==> config.mk <==
export PLATFORM = sky130hd
export DESIGN_NAME = cla_multiword_sequencer
export DESIGN_NICKNAME = d
export VERILOG_FILES = /design/src/rtl/cla_multiword_sequencer.sv
export SDC_FILE = /design/constraint.sdc
export NUM_CORES = 1
export LEC_CHECK = 0
export CAP_MARGIN = 20
export CORE_MARGIN = 1
export CORE_UTILIZATION = 56
export CTS_CLUSTER_DIAMETER = 40
export DETAILED_ROUTE_END_ITERATION = 8
export GPL_TIMING_DRIVEN = 0
export MAX_ROUTING_LAYER = met4
export PLACE_DENSITY = 0.85
export SKIP_LAST_GASP = 1
export SLEW_MARGIN = 15
export SYNTH_ARGS = -nofsm -noshare
export SYNTH_HDL_FRONTEND = slang
export SYNTH_SLANG_ARGS = --single-unit
==> constraint.sdc <==
create_clock -name CLK -period 3.1 [get_ports CLK]
set_input_delay 0.31 -clock CLK [delete_from_list [all_inputs] [get_ports CLK]]
set_output_delay 0.31 -clock CLK [all_outputs]
set_load 0.01 [all_outputs]
==> src/rtl/cla_multiword_sequencer.sv <==
// Multi-word adder sequencer: runs an external 5-bit cla_final one slice per pass, LSB first.
// Optional signed-overflow output enabled by defining CLA_SIGNED_OVF_EN.
module cla_multiword_sequencer #(
    parameter int NUM_SLICES = 4,
    parameter int CLA_LAT    = 2,
    localparam int W         = NUM_SLICES * 5
) (
    input  logic         CLK,
    input  logic         RST,
    input  logic         start,
    input  logic [W-1:0] op_a,
    input  logic [W-1:0] op_b,
    input  logic         cin,
    output logic [4:0]   a_slice,
    output logic [4:0]   b_slice,
    output logic         cin_slice,
    input  logic [4:0]   s_slice,
    input  logic         cout_slice,
    output logic         busy,
    output logic [W-1:0] sum,
    output logic         cout,
    output logic         done
`ifdef CLA_SIGNED_OVF_EN
    ,
    output logic         ovf
`endif
);

    localparam int KW = (NUM_SLICES > 1) ? $clog2(NUM_SLICES) : 1;
    localparam int PW = (CLA_LAT > 0) ? $clog2(CLA_LAT + 1) : 1;
    localparam logic [KW-1:0] K_LAST  = KW'(NUM_SLICES - 1);
    localparam logic [PW-1:0] PH_LAST = PW'(CLA_LAT);

    typedef enum logic {IDLE, RUN} state_t;

    state_t         state_reg;
    logic [KW-1:0]  k_reg;
    logic [PW-1:0]  ph_reg;
    logic [W-1:0]   op_a_reg;
    logic [W-1:0]   op_b_reg;
    logic [W-1:0]   staging_reg;
    logic [W-1:0]   staging_next;
    logic [KW-1:0]  k_next;
    logic [4:0]     a_parts [NUM_SLICES];
    logic [4:0]     b_parts [NUM_SLICES];

    assign k_next = k_reg + KW'(1);

    // staging_next is the staging word with the current slice's result merged in
    genvar gi;
    generate
        for (gi = 0; gi < NUM_SLICES; gi++) begin : g_slice
            assign a_parts[gi] = op_a_reg[gi*5 +: 5];
            assign b_parts[gi] = op_b_reg[gi*5 +: 5];
            assign staging_next[gi*5 +: 5] = (k_reg == KW'(gi)) ? s_slice
                                                                : staging_reg[gi*5 +: 5];
        end
    endgenerate

    always_ff @(posedge CLK) begin
        if (RST) begin
            state_reg   <= IDLE;
            k_reg       <= '0;
            ph_reg      <= '0;
            op_a_reg    <= '0;
            op_b_reg    <= '0;
            staging_reg <= '0;
            a_slice     <= '0;
            b_slice     <= '0;
            cin_slice   <= 1'b0;
            busy        <= 1'b0;
            sum         <= '0;
            cout        <= 1'b0;
            done        <= 1'b0;
`ifdef CLA_SIGNED_OVF_EN
            ovf         <= 1'b0;
`endif
        end else begin
            done <= 1'b0;
            case (state_reg)
                IDLE: begin
                    if (start) begin
                        op_a_reg  <= op_a;
                        op_b_reg  <= op_b;
                        a_slice   <= op_a[4:0];
                        b_slice   <= op_b[4:0];
                        cin_slice <= cin;
                        busy      <= 1'b1;
                        k_reg     <= '0;
                        ph_reg    <= '0;
                        state_reg <= RUN;
                    end
                end
                RUN: begin
                    if (ph_reg != PH_LAST) begin
                        ph_reg <= ph_reg + PW'(1);
                    end else begin
                        staging_reg <= staging_next;
                        if (k_reg != K_LAST) begin
                            // cin_slice doubles as the inter-slice carry register
                            k_reg     <= k_next;
                            ph_reg    <= '0;
                            a_slice   <= a_parts[k_next];
                            b_slice   <= b_parts[k_next];
                            cin_slice <= cout_slice;
                        end else begin
                            sum       <= staging_next;
                            cout      <= cout_slice;
                            done      <= 1'b1;
                            busy      <= 1'b0;
                            state_reg <= IDLE;
`ifdef CLA_SIGNED_OVF_EN
                            ovf <= (op_a_reg[W-1] == op_b_reg[W-1]) &&
                                   (staging_next[W-1] != op_a_reg[W-1]);
`endif
                        end
                    end
                end
                default: state_reg <= IDLE;
            endcase
        end
    end

endmodule

### Word level (Yosys, flattened, before mapping)

Index checks and enable logic that the tools add are counted.

* bits in registers: 99
* input bits: 50
* output and inout port bits: 34
* word-level logic and storage cells: 76

* add/sub/neg operators: 2
* order comparisons: 1
* equal/unequal tests: 10
* multiplexer cells: 38
* bitwise logic cells: 4
* reductions and logical operators: 8

Operator list (number)
* 5-bit two-way mux: 14
* 5-bit binary-select mux with 2-bit select: 2
* 5-bit case mux with 2 select lines: 2
* 1-bit two-way mux: 10
* 2-bit two-way mux: 5
* 2-bit != test (second input constant): 5
* 3-bit AND reduction: 3
* 2-bit case mux with 2 select lines: 2
* 1-bit case mux with 2 select lines: 3
* 2-bit AND reduction: 3
* 2-bit by 1-bit adder with 2-bit output (second input constant): 2
* 2-bit == test (second input constant): 2
* 3-bit greater-or-equal comparator (second input constant): 1
* 3-bit by 1-bit != test with 1-bit output (second input constant): 1
* 1-bit NOT: 3
* 2-bit NOT with 3-bit output: 1
* 3-bit OR reduction: 1
* 2-bit by 1-bit == test with 1-bit output (second input constant): 1
* 2-bit zero test: 1
* 2-bit by 1-bit != test with 1-bit output (second input constant): 1

### Depth between registers and ports, before layout

Gate-level depths: netlist of run 1.

* depth in word-level cells: 8
* depth in mapped cells: 8
* depth with buffers taken out: 5

### Worst setup path after synthesis of run 1

No wires, ideal clock.

* kind: reg2reg
* from: reg k_reg[0]
* to: reg a_slice[0]
* setup time: 0.133 ns
* arrival: 1.794 ns
* data required time: 2.967 ns
* path slack: 1.172 ns
* cell stages (with the launch flop): 9
* buffers on the path: 3
* clock period less this slack: 1.928 ns
* path through: dfxtp_1 > buf_4 > buf_6 > inv_1 > ha_1 > buf_4 > mux2_2 > a21oi_1 > a311oi_1

* longest elaborated chain between the ends: 8
* elaborated cells on any way between the ends: 11
* classes of those cells: add/sub: 1; eq/ne: 2; mux: 6; bitwise: 1; reduce/logical: 1

Ends and longest elaborated chain
* start, declared: RTL line 37 `logic [KW-1:0] k_reg;`
* start signal, assigned: RTL line 101 `k_reg <= k_next;`
* 2-bit by 1-bit adder with 2-bit output: RTL line 47 `assign k_next = k_reg + KW'(1);`
* 2-bit NOT with 3-bit output (implied by the code): RTL line 103 `a_slice <= a_parts[k_next];`
* 5-bit binary-select mux with 2-bit select: RTL line 103
* 5-bit two-way mux (implied by the code) (2 in series): RTL line 103
* 5-bit two-way mux: RTL line 99 `if (k_reg != K_LAST) begin`
* 5-bit two-way mux: RTL line 95 `if (ph_reg != PH_LAST) begin`
* 5-bit case mux with 2 select lines: RTL line 80 `case (state_reg)`
* end signal, assigned: RTL line 85 `a_slice <= op_a[4:0];`
* end signal, assigned: RTL line 103
* end, declared: RTL line 14 `output logic [4:0] a_slice,`

Several ways; a longest one is shown, not always the timed one. The select of a mux whose other input is x is not followed.
A chain may end at the register's enable or synchronous reset.

### Worst setup path in the final report of run 1

* from: reg k_reg[0]
* to: reg a_slice[1]

The elaborated chain is that of the path after synthesis.

==> results.json, run 1 <==
{
  "synth.distinct_cells": 28,
  "clk_latency_ns": 0.36,
  "final_layout_size_suffix_gt1_frac": 0.115,
  "required_ns": 3.33,
  "multi_input_area_sq_um": 2070,
  "cts_setup_buffers": 0,
  "final_max_slew_viol_count": 0,
  "num_vias": 3674,
  "holdPathStages": 3,
  "grt_overflow_total": 0,
  "cts_root_buf": "clkbuf_8",
  "setup_viol": 0,
  "ys_top_cells_by_count": "99 x dfxtp_1, 84 x nand2_1, 52 x mux2i_1",
  "cts.clk_slew.worst_paths_ns": 0.09,
  "yosysMostFrequentCell": "dfxtp_1",
  "crit_family": "buffers and inverters",
  "cts_tree": "built",
  "worst_pin_slew_ns": 0.590,
  "yosysWarnings": 0,
  "cts_resized": 0,
  "fin_tns_setup_ns": 0,
  "cts_made_buffers": 9,
  "hold_viol": 0,
  "routed_wl_microns": 10300,
  "drt_iter0_markers": 231,
  "first_pass_iters": 4,
  "critical_path_depth": 8,
  "die_w_microns": 89.7,
  "nNetsFinal": 615,
  "powerDensity_nw_per_um2": 458,
  "synth_top_area_share": 0.460,
  "path_class": "reg2reg",
  "syn_area_sq_um": 4310,
  "rsz0062_at_grt": "false",
  "ios": 84,
  "max_freq_mhz": 439,
  "fp.coreArea_sq_um": 7330,
  "synth_edf_count": 0,
  "power.total_mw": 2.48,
  "drv_cap": 0,
  "cp_num_buf_inv": 4,
  "reg2reg_depth": 8,
  "max_slew_margin": 0.607,
  "synth_area_leader_cell": "dfxtp_1",
  "cts_max_path_buffers": 2,
  "num_rows": 31,
  "path_cells": "buf_4 > buf_6 > inv_1 > ha_1 > buf_4 > mux2_2 > a21oi_1 > a311oi_1",
  "seq_area_frac_synth": 0.460,
  "synthTopCellsByArea": "dfxtp_1 46%, mux2i_1 12%, nand2_1 7.3%",
  "die_h_microns": 89.7,
  "syn-instance-count": 472,
  "period_minus_slack_ns": 2.28,
  "cp_max_fo": 10,
  "syn_area_per_cell_sq_um": 9.13,
  "initial_utilization": 0.588,
  "fillerInstances": 528,
  "seqCellArea_sq_um": 1980,
  "hold_buffers": 0,
  "cts_sinks": 99,
  "grt_usage": 0.273,
  "cpMostUsedCell": "buf_4",
  "min_period_over_period": 0.735,
  "via_per_inst": 5.53,
  "die_area_sq_um": 8050,
  "grt_pass1_vias": 3657,
  "grt_max_degree": 17,
  "critPathLaunchType": "register",
  "hpwl_microns": 7430,
  "port_buffers": 77,
  "status": "completed",
  "slowest_delay_ns": 0.41,
  "crit_path_end_kind": "register",
  "diodes": 0,
  "drc": 0,
  "peakVddDrop_uv": 244,
  "syn-num-nets": 527,
  "grt_first_pass_wirelength_microns": 17300,
  "gp_congestion": 0.829,
  "worst_slack_ns": 0.823,
  "area_growth_pct": 25.5,
  "skew_ns": 0.00858,
  "leakagePower_nw": 2.08,
  "arrival_ns": 2.51,
  "ys.flop_type": "dfxtp_1",
  "drtAntennaViolNets": 0,
  "antenna_found_initial": 0,
  "drt-wirelength-per-cell_microns": 15.5,
  "dp_slack_ns": 0.866,
  "synthArstFlopShare": 0,
  "crit_slowest_cell": "dfxtp_1",
  "hold_path.class": "in2reg",
  "ys_ff_latch": 99,
  "htree_levels": 3
}
[metrics by stage]
step | instance area (sq um) | std cells | utilization | hold slack [ns]
after floorplan | 4310 | 472 | - | 0.433
after global placement | 5210 | 648 | 0.710 | 0.440
after detailed placement | 5210 | 648 | 0.710 | 0.446
after CTS | 5410 | 664 | 0.738 | 0.391
after global routing | 5410 | 664 | 0.738 | 0.398
final | 5410 | 664 | 0.738 | 0.392
[power by group]
part | internal [mW] | leakage (nW) | switching [mW]
Combinational | 0.141 | 1.18 | 0.145
Sequential | 1.32 | 0.807 | 0.0269
Clock | 0.399 | 0.0957 | 0.452
[kinds of logic after synthesis]
family / after synthesis / synth area share
flops: 99 / 0.460
compound gates: 92 / 0.142
mux: 62 / 0.147
fa+ha+maj: 5 / 0.0145
simple gates: 167 / 0.176
buf+inv: 47 / 0.0609
[layout make-up]
cell class                      count  area share
Clock inverter                      5      0.0116
Multi-Input combinational cell    326       0.382
Tap cell                           99      0.0229
Inverter                            2     0.00139
Clock buffer                       11      0.0261
Sequential cell                    99       0.366
Timing Repair Buffer               77       0.142
Buffer                             45      0.0472
[path summary, 6_finish.rpt]
| kind | from | to | slack (ns) |
|---|---|---|---|
| max | k_reg[0]$_SDFFE_PP0P_ | a_slice[1]$_SDFFE_PP0P_ | 0.82 |
| min | s_slice[4] | staging_reg[19]$_SDFFE_PP0P_ | 0.39 |
| max reg2reg | k_reg[0]$_SDFFE_PP0P_ | a_slice[1]$_SDFFE_PP0P_ | 0.82 |
| min reg2reg | op_a_reg[1]$_SDFFE_PP0P_ | op_a_reg[1]$_SDFFE_PP0P_ | 0.46 |
[per-layer routing]
layer | share of wire | routed length (microns) | vias to the layer above | global-route usage
met5 | 0 | 0 | - | -
met4 | 0.017 | 170 | 0 | 0.108
met3 | 0.056 | 581 | 17 | 0.0406
met2 | 0.48 | 4980 | 117 | 0.437
met1 | 0.44 | 4550 | 1746 | 0.347
li1 | - | - | 1794 | -
[placed cells by master, fill, tap and decap left out, types with 4 or more instances in the layout]
| cell | synthesis | layout |
|---|---|---|
| clkbuf_8 | 0 | 10 |
| dfxtp_1 | 99 | 99 |
| a211oi_2 | 10 | 10 |
| buf_2 | 12 | 12 |
| a311oi_1 | 5 | 5 |
| mux2_2 | 10 | 10 |
| o21ai_0 | 6 | 6 |
| buf_4 | 5 | 5 |
| mux2i_1 | 52 | 52 |
| buf_6 | 7 | 7 |
| a211oi_1 | 16 | 16 |
| nand2_1 | 84 | 84 |
| clkbuf_1 | 21 | 22 |
| o22a_1 | 5 | 5 |
| nand4b_2 | 4 | 4 |
| nor2b_1 | 7 | 7 |
| a21oi_1 | 50 | 50 |
| nand3_1 | 7 | 7 |
| nor3_1 | 12 | 12 |
| ha_1 | 5 | 5 |
| clkdlybuf4s50_1 | 0 | 77 |
| nor2_1 | 45 | 45 |
[worst reg2reg max path: stages, from the launching register on]
cell	delay, ns
dfxtp_1	0.41
buf_4	0.24
buf_6	0.19
inv_1	0.09
ha_1	0.38
buf_4	0.22
mux2_2	0.36
a21oi_1	0.17
a311oi_1	0.10
Note: power is estimated with default switching activity, not from simulation.
==> run 2, diff against run 1 <==
--- a/config.mk
+++ b/config.mk
@@ -7,12 +7,12 @@
 export LEC_CHECK = 0
 export CAP_MARGIN = 20
 export CORE_MARGIN = 1
-export CORE_UTILIZATION = 56
+export CORE_UTILIZATION = 47
 export CTS_CLUSTER_DIAMETER = 40
 export DETAILED_ROUTE_END_ITERATION = 8
 export GPL_TIMING_DRIVEN = 0
 export MAX_ROUTING_LAYER = met4
-export PLACE_DENSITY = 0.85
+export PLACE_DENSITY = 0.76
 export SKIP_LAST_GASP = 1
 export SLEW_MARGIN = 15
 export SYNTH_ARGS = -nofsm -noshare
==> constraint.sdc (replaced) <==
create_clock -name CLK -period 2 [get_ports CLK]
set_input_delay 0.2 -clock CLK [delete_from_list [all_inputs] [get_ports CLK]]
set_output_delay 0.2 -clock CLK [all_outputs]
set_load 0.01 [all_outputs]
==> run 2 against run 1 <==
The run now ends with design-rule violations left. Clock skew grew 0.0036 ns. Worst hold slack worse by 0.12 ns. Sequential share of layout area shrank 0.091 points. Highest routed layer unchanged.
==> results.json, run 2 (synthesis results as in run 1) <==
{
  "status": "finished with violations",
  "violations": "design-rule violations",
  "arrival_ns": 2.10,
  "required_ns": 2.22,
  "die_h_microns": 97.8,
  "cts_sinks": 99,
  "skew_ns": 0.0122,
  "drt_iter0_markers": 106,
  "min_period_over_period": 0.940,
  "grt_max_degree": 19,
  "drc": 8,
  "drtAntennaViolNets": 0,
  "path_class": "reg2reg",
  "final_cell_area_sq_um": 5430,
  "antenna_found_initial": 0,
  "die_area_sq_um": 9560,
  "pwr-share-seq": 0.542,
  "p_sw_frac": 0.243,
  "nNetsFinal": 612,
  "rsz0062_at_grt": "false",
  "diodes": 0,
  "hold_viol": 0,
  "htree_levels": 3,
  "final_layout_size_suffix_gt1_frac": 0.116,
  "crit_start": "k_reg[0]$_SDFFE_PP0P_",
  "p_sw_uw": 934,
  "worst_pin_slew_ns": 0.606,
  "cts_max_path_buffers": 2,
  "initial_utilization": 0.490,
  "routed_wl_microns": 10300,
  "instances_no_fill": 669,
  "cts_setup_buffers": 0,
  "port_buffers": 77,
  "powerDensity_nw_per_um2": 706,
  "setup_viol": 0,
  "first_pass_iters": 7,
  "combPwrFrac": 0.116,
  "placedCellCount": 657,
  "area_growth_pct": 26.0,
  "ios": 84,
  "num_vias": 3553,
  "grt_first_pass_wirelength_microns": 17100,
  "gp_congestion": 0.866,
  "leakagePower_nw": 2.08,
  "peakVddDrop_uv": 463,
  "hp-start": "s_slice[4]",
  "critPathLaunchType": "register",
  "die_w_microns": 97.8,
  "internal_power_mw": 2.90,
  "num_rows": 34,
  "max_slew_margin": 0.596,
  "via_per_inst": 5.31,
  "final_max_slew_viol_count": 0,
  "max_freq_mhz": 532,
  "clk_latency_ns": 0.36,
  "cts_made_buffers": 9,
  "post_dp_cell_area_sq_um": 5220,
  "cts.clk_slew.worst_paths_ns": 0.09,
  "cts_tree": "built",
  "grt_overflow_total": 0,
  "drv_cap": 0,
  "grt_usage": 0.231,
  "fp.coreArea_sq_um": 8810,
  "cp_max_fo": 18,
  "r2r-start": "k_reg[0]$_SDFFE_PP0P_",
  "final_common_cell": "dfxtp_1",
  "hpwl_microns": 7520,
  "period_minus_slack_ns": 1.88,
  "cts_root_buf": "clkbuf_8",
  "hold_path.class": "in2reg",
  "crit_path_end_kind": "register",
  "fillerInstances": 777,
  "grt_pass1_vias": 3517,
  "clkPwrFrac": 0.343,
  "final_cell_mix": "98 x dfxtp_1, 84 x nand2_1, 77 x clkdlybuf4s50_1",
  "drt-wirelength-per-cell_microns": 15.3
}
run 2: cell types whose count changed in the layout (fill, tap and decap cells not counted):
cell | previous run | this run
buf_12 | 0 | 1
dfxtp_1 | 99 | 98
ha_4 | 0 | 1
buf_4 | 5 | 3
clkbuf_1 | 22 | 20
dfxtp_4 | 0 | 1
clkbuf_8 | 10 | 11
ha_1 | 5 | 4
clkinvlp_4 | 2 | 0
run 2: metrics by stage:
step	hold slack, ns	setup slack [ns]	TNS, ns	util	total power, mW
after floorplan	0.336	0.0723	0	-	2.36
after global placement	0.440	-0.195	-0.961	0.592	2.56
after detailed placement	0.444	-0.233	-1.36	0.592	2.57
after CTS	0.259	0.0819	0	0.617	3.86
after global routing	0.283	0.00880	0	0.617	3.99
final	0.268	0.120	0	0.617	3.84
run 2: cell type report:
class	count	area, sq um	area share
multi-input cells	326	2080	0.383
flip-flops and latches	99	1990	0.365
repair buffers	77	771	0.142
plain buffers	42	253	0.0465
clock buffers	12	155	0.0286
well taps	108	135	0.0249
clock inverters	3	47.5	0.00875
inverters	2	7.51	0.00138
run 2: worst max-delay path: stages, from the launching register on:
cell      delay (ns)
dfxtp_4         0.39
buf_12          0.16
inv_1           0.11
ha_4            0.31
buf_6           0.15
mux2_2          0.34
a21oi_1         0.16
a311oi_1        0.11
run 2: layer usage:
layer / global-route usage / part of all wire / vias to the layer above
li1: - / - / 1785
met1: 0.278 / 0.45 / 1673
met2: 0.384 / 0.49 / 81
met3: 0.0587 / 0.043 / 14
met4: 0.0664 / 0.013 / 0
met5: - / 0 / -
run 2: path summary, 6_finish.rpt:
check / end / slack (ns) / cells past startpoint
worst max-delay path: a_slice[0]$_SDFFE_PP0P_ / 0.12 / 7
worst min-delay path: staging_reg[4]$_SDFFE_PP0P_ / 0.27 / 3
worst max register to register: a_slice[0]$_SDFFE_PP0P_ / 0.12 / 7
worst min register to register: op_a_reg[0]$_SDFFE_PP0P_ / 0.45 / 2
run 2: power by group through the flow:
| stage | registers [mW] | logic (mW) | clock network, mW |
|---|---|---|---|
| finish | 2.08 | 0.444 | 1.31 |
| global route | 2.09 | 0.483 | 1.42 |
| CTS | 2.08 | 0.444 | 1.33 |
| detailed placement | 2.13 | 0.442 | 0 |
| global placement | 2.12 | 0.434 | 0 |
| floorplan | 2.12 | 0.235 | 0 |
run 2: timing repair:
item                                    4_1_cts  5_1_grt
gates cloned                                  0        0
hold buffers                                  0        0
endpoints found under the setup margin       20        6
resized for setup                             6        1
==> run 3, diff against run 2 <==
--- a/config.mk
+++ b/config.mk
@@ -14,7 +14,6 @@
 export MAX_ROUTING_LAYER = met4
 export PLACE_DENSITY = 0.76
 export SKIP_LAST_GASP = 1
-export SLEW_MARGIN = 15
 export SYNTH_ARGS = -nofsm -noshare
 export SYNTH_HDL_FRONTEND = slang
 export SYNTH_SLANG_ARGS = --single-unit
==> results of run 3 <==
The final DEF is identical to that of run 2; final timing and power are the same.
